## src/rtl/oled_cmd_sequencer.sv

```systemverilog
// OLED front-end: panel reset timing, init table burst, runtime commands.
// Ports: i_clk/i_rst_n, init/cmd handshake, panel reset, i2c_master side.
module oled_cmd_sequencer #(
  parameter logic [9:0] DEV_ADDR = 10'h03C,
  parameter int NUM_INIT         = 4,
  parameter int RST_PULSE_CYCLES = 1_000_000,
  parameter int RST_WAIT_CYCLES  = 1_000_000,
  parameter int MAX_RETRIES      = 2,
  parameter int AUTO_INIT        = 1
) (
  input  logic                  i_clk,
  input  logic                  i_rst_n,
  input  logic                  i_init,
  input  logic [8*NUM_INIT-1:0] i_init_table,
  input  logic                  i_cmd_valid,
  input  logic [7:0]            i_cmd_byte,
  output logic                  o_cmd_ready,
  output logic                  o_oled_rst_n,
  output logic                  o_init_done,
  output logic                  o_busy,
  output logic                  o_error,
  output logic [9:0]            o_slave_addr,
  output logic [7:0]            o_byte_cnt,
  output logic [3:0]            o_control_reg,
  output logic [3:0]            o_mode_reg,
  output logic [7:0]            o_tx_data,
  input  logic                  i_tx_data_needed,
  input  logic [4:0]            i_status_reg
);

  localparam int CMAX = (RST_PULSE_CYCLES > RST_WAIT_CYCLES)
                      ? RST_PULSE_CYCLES : RST_WAIT_CYCLES;
  localparam int CW = (CMAX < 1) ? 1 : $clog2(CMAX + 1);
  localparam int RW = (MAX_RETRIES < 1) ? 1 : $clog2(MAX_RETRIES + 1);

  localparam logic [CW-1:0] P_LAST = CW'(RST_PULSE_CYCLES - 1);
  localparam logic [CW-1:0] W_LAST = CW'(RST_WAIT_CYCLES - 1);
  localparam logic [RW-1:0] R_MAX  = RW'(MAX_RETRIES);
  localparam logic [7:0]    INIT_CNT = 8'(NUM_INIT + 1);

  typedef enum logic [2:0] {
    S_IDLE,
    S_RST_LOW,
    S_RST_WAIT,
    S_XFER_START,
    S_XFER,
    S_ERROR
  } state_t;

  state_t          state;
  logic [CW-1:0]   cnt;
  logic [RW-1:0]   retries;
  logic [7:0]      idx;
  logic            mode_cmd;
  logic [7:0]      cmd_q;
  logic            auto_pend;
  logic [7:0]      next_byte;
  logic            start_req;
  logic            unused_status;

  assign o_slave_addr  = DEV_ADDR;
  assign o_mode_reg    = 4'b0000;
  assign unused_status = ^{i_status_reg[4], i_status_reg[1:0]};

  // Reset release counts as an init request when AUTO_INIT is set.
  assign start_req = i_init | auto_pend;

  // Payload byte for the current index; past the end it reads as 0.
  always_comb begin
    next_byte = 8'h00;
    if (mode_cmd) begin
      if (idx == 8'd0) next_byte = cmd_q;
    end else begin
      for (int k = 0; k < NUM_INIT; k++)
        if (idx == 8'(k)) next_byte = i_init_table[8*k +: 8];
    end
  end

  always_ff @(posedge i_clk) begin
    if (!i_rst_n) begin
      state         <= S_IDLE;
      cnt           <= '0;
      retries       <= '0;
      idx           <= 8'd0;
      mode_cmd      <= 1'b0;
      cmd_q         <= 8'h00;
      auto_pend     <= (AUTO_INIT != 0);
      o_cmd_ready   <= 1'b0;
      o_oled_rst_n  <= 1'b1;
      o_init_done   <= 1'b0;
      o_busy        <= 1'b0;
      o_error       <= 1'b0;
      o_byte_cnt    <= 8'd0;
      o_control_reg <= 4'b0000;
      o_tx_data     <= 8'h00;
    end else begin
      auto_pend <= 1'b0;
      unique case (state)
        S_IDLE: begin
          if (start_req) begin
            state        <= S_RST_LOW;
            o_oled_rst_n <= 1'b0;
            o_init_done  <= 1'b0;
            o_cmd_ready  <= 1'b0;
            o_busy       <= 1'b1;
            cnt          <= '0;
            retries      <= '0;
          end else if (i_cmd_valid && o_cmd_ready) begin
            state         <= S_XFER_START;
            cmd_q         <= i_cmd_byte;
            mode_cmd      <= 1'b1;
            o_cmd_ready   <= 1'b0;
            o_busy        <= 1'b1;
            retries       <= '0;
            o_control_reg <= 4'b1000;
            o_tx_data     <= 8'h00;
            o_byte_cnt    <= 8'd2;
          end
        end
        S_RST_LOW: begin
          if (cnt == P_LAST) begin
            state        <= S_RST_WAIT;
            o_oled_rst_n <= 1'b1;
            cnt          <= '0;
          end else begin
            cnt <= cnt + 1'b1;
          end
        end
        S_RST_WAIT: begin
          if (cnt == W_LAST) begin
            state         <= S_XFER_START;
            mode_cmd      <= 1'b0;
            retries       <= '0;
            o_control_reg <= 4'b1000;
            o_tx_data     <= 8'h00;
            o_byte_cnt    <= INIT_CNT;
          end else begin
            cnt <= cnt + 1'b1;
          end
        end
        S_XFER_START: begin
          state         <= S_XFER;
          o_control_reg <= 4'b0000;
          idx           <= 8'd0;
        end
        S_XFER: begin
          if (i_status_reg[3]) begin
            if (!i_status_reg[2]) begin
              // Commands are only taken once init is done,
              // so any clean finish leaves init done.
              state       <= S_IDLE;
              o_busy      <= 1'b0;
              o_init_done <= 1'b1;
              o_cmd_ready <= 1'b1;
            end else if (retries < R_MAX) begin
              state         <= S_XFER_START;
              retries       <= retries + 1'b1;
              o_control_reg <= 4'b1000;
              o_tx_data     <= 8'h00;
            end else begin
              state   <= S_ERROR;
              o_busy  <= 1'b0;
              o_error <= 1'b1;
            end
          end else if (i_tx_data_needed) begin
            o_tx_data <= next_byte;
            if (idx != 8'hFF) idx <= idx + 8'd1;
          end
        end
        S_ERROR: begin
          if (i_init) begin
            state        <= S_RST_LOW;
            o_error      <= 1'b0;
            o_init_done  <= 1'b0;
            o_oled_rst_n <= 1'b0;
            o_busy       <= 1'b1;
            cnt          <= '0;
            retries      <= '0;
          end
        end
        default: state <= S_IDLE;
      endcase
    end
  end

endmodule

```

## config.mk

```make
export PLATFORM = sky130hd
export DESIGN_NAME = oled_cmd_sequencer
export DESIGN_NICKNAME = d
export VERILOG_FILES = /design/src/rtl/oled_cmd_sequencer.sv
export SDC_FILE = /design/constraint.sdc
export NUM_CORES = 1
export LEC_CHECK = 0
export ABC_CLOCK_PERIOD_IN_PS = 2400
export CAP_MARGIN = 20
export CORE_ASPECT_RATIO = 1.25
export CORE_UTILIZATION = 49
export DETAILED_ROUTE_END_ITERATION = 16
export GPL_TIMING_DRIVEN = 0
export PLACE_DENSITY = 0.78
export SETUP_SLACK_MARGIN = 0.1
export SYNTH_ARGS = -nofsm -noshare
export SYNTH_HDL_FRONTEND = slang
export SYNTH_SLANG_ARGS = --single-unit
export TNS_END_PERCENT = 1
```

## constraint.sdc

```tcl
create_clock -name i_clk -period 2.4 [get_ports i_clk]
set_input_delay 0.24 -clock i_clk [delete_from_list [all_inputs] [get_ports i_clk]]
set_output_delay 0.24 -clock i_clk [all_outputs]
set_load 0.01 [all_outputs]
```

==> results.ini <==
[sta]
tightest_slew_ns=0.631
finalSetupTns_ns=0
max_slew_margin=0.580
min_period_ns=2.05
drv_slew=0
rsz0062_at_grt=false
finClkSkew_ns=0.0103
hold_violations=0
hold_ws_ns=0.484
max_freq_mhz=488
period_share=0.854
finalSetupViolCount=0

[floorplanning]
fp.dieH_um=94.7
rows=33
boundaryPins=89
die_area_sq_mm=0.00721
dieWidth_um=76.1
start_util=0.509
core-area_sq_mm=0.00661

[global_routing]
globalRoute.totalOverflow=0
grt_pass1_vias=3178
gr-usage-all-layers=0.239
grt_pass1_wl_um=13900
grt_max_degree=12
antenna_found_initial=0

[critical_path]
reg2regPathDepth=6
path_max_fanout=10
cp.required_ns=2.63
cp.arrival_ns=2.28
cp_num_buf_inv=1
rr_endpoint=cnt[9]
cp-start-kind=flip-flop
cp-end-kind=flip-flop
cp_cell_sequence=nor4b_1 > nand2_1 > o21a_1 > o21ai_4 > buf_4 > nor2_1
critPathKind=flip-flop to flip-flop
cp_slowest_stage_delay_ns=0.43
crit_family=simple AND/OR/NAND/NOR gates
r2r-start=cnt[10]
reg2reg_slack_ns=0.35
crit_slowest_cell=nor4b_1

[final_layout]
ff_latch_area_sq_mm=0.00116
fillers=607
largest_register_ff_count=20
multiInputGateArea_sq_mm=0.00198
layout.cells.non_filler=607
fin_nets=570
final_util=0.660
syn2layout_area_growth_pct=29.5
antenna-diode-count=0
design_area_sq_mm=0.00436
regMostFlops=cnt
layout-drive-gt1-share=0.121

[synthesis]
syn_area_per_cell_sq_um=7.99
ys_types=56
ys.flop_type=dfxtp_1
synth-seq-cells=58
synth_edf_count=0
synthMuxAreaShare=0.0271
netlist_top_cells_area=dfxtp_1 34%, a21oi_1 8.6%, buf_4 6.0%, nor2_1 4.6%, o21ai_0 4.0%
synth_area_leader_cell=dfxtp_1
synth_top_family_by_area=simple AND/OR/NAND/NOR gates
synth-simple-area-share=0.245
yosysSeqAreaShare=0.345
yosys.area.top_type_share=0.345
yosys.area_share.xor_xnor=0.0442
synth_compound_area_frac=0.227
synthArstFlopShare=0
netlist_top_cells_count=58 x a21oi_1, 58 x dfxtp_1, 41 x nor2_1
syn_area_sq_mm=0.00337
yosys.area_share.adder=0.0186
synthCells=421
yosysWarnings=0

[clocking]
ctsHoldBuffers=0
cts_tree=built
cts.sinks=58
numCtsBuffers=9
htree_levels=3
cts_setup_buffers=0
clk_path_buf_depth=2
clk_latency_ns=0.34
clk_pin_slew_ns=0.06
cts_root_buffer=clkbuf_8
cts_resized=0

[hold_path]
hold_class=flip-flop to flip-flop
holdPathStages=1
min_to=o_tx_data[6]
hold_start=o_tx_data[6]

[drt]
drt-wirelength-per-cell_um=13.7
drt_iter0_markers=218
drc=0
routed_via_density=5.44
antenna_left=0
firstDrtPassIters=5
wl_um=8300
vias=3302

[placement]
gp_congestion=0.897
dpl_cell_area_sq_mm=0.00418
portBuffers=63
dp_cells=591
dp_hpwl_um=6280

[power_and_ir_drop]
peakVddDrop_v=0.000364
powerDensity_mw_per_mm2=543
power.leakage_nw=1.62

[job]
max_cap_viol_count=0

[outcome]
outcome=finished, final reports clean

cell families (layout without fill, tap and decap cells):
logic type | count (synthesis) | after routing
fa+ha+maj | 5 | 5
compound gates | 122 | 122
simple gates | 154 | 154
mux | 9 | 9
other cells | 2 | 22
xor+xnor | 17 | 17
flops | 58 | 58
buf+inv | 54 | 133
per-layer routing:
metal  wire length (um)  vias to the layer above  global-route usage
met1               3450                     1536               0.264
li1                   -                     1652                   -
met5                  0                        -                   0
met2               4160                      103               0.439
met4                102                        0              0.0833
met3                582                       11              0.0686
how the worst max path moves through the flow:
stage / start / endpoint / slack (ns) / cells past startpoint
floorplan: cnt[0] / cnt[6] / 0.65 / 8
global placement: i_init / cnt[12] / 0.06 / 6
detailed placement: i_init / cnt[12] / 0.03 / 6
CTS: cnt[10] / cnt[9] / 0.23 / 6
global route: cnt[10] / o_tx_data[1] / 0.14 / 5
finish: cnt[10] / cnt[9] / 0.35 / 6
per-stage QoR:
step / worst slack (ns) / power [mW]
6_report: 0.350 / 2.37
5_1_grt: 0.139 / 2.47
4_1_cts: 0.235 / 2.36
3_5_place_dp: 0.0319 / 1.60
3_3_place_gp: 0.0630 / 1.59
2_1_floorplan: 0.653 / 1.40
area by class of cell:
| class | count | area share |
|---|---|---|
| plain buffers | 46 | 0.0637 |
| clock buffers | 9 | 0.0284 |
| clock inverters | 7 | 0.0106 |
| inverters | 8 | 0.00689 |
| multi-input cells | 329 | 0.454 |
| flip-flops and latches | 58 | 0.266 |
| well taps | 87 | 0.0250 |
| repair buffers | 63 | 0.145 |
power breakdown:
group	leakage [nW]	internal (mW)	switching, mW
registers	0.469	0.994	0.0209
logic	1.07	0.251	0.324
clock network	0.0810	0.369	0.407
cells in the final DEF, fill, tap and decap left out, drive strengths merged, types with 2 or more instances in the layout:
master / count
a211oi: 4
mux2i: 8
conb: 22
and2: 2
nand2b: 3
o31ai: 4
and3: 4
nor3b: 2
nand4: 13
clkinv: 5
nand2: 30
nor4: 4
inv: 7
clkdlybuf4s50: 63
o21ai: 30
a31oi: 2
clkinvlp: 3
a21oi: 58
or2: 2
dfxtp: 58
clkbuf: 25
xnor2: 7
nor2: 41
nand3b: 8
nand3: 18
nor4b: 3
buf: 30
nor2b: 7
o211ai: 3
nor3: 5
ha: 5
xor2: 10
or3: 7
a22o: 8
o221a: 2
(Power assumes the default switching activity.)
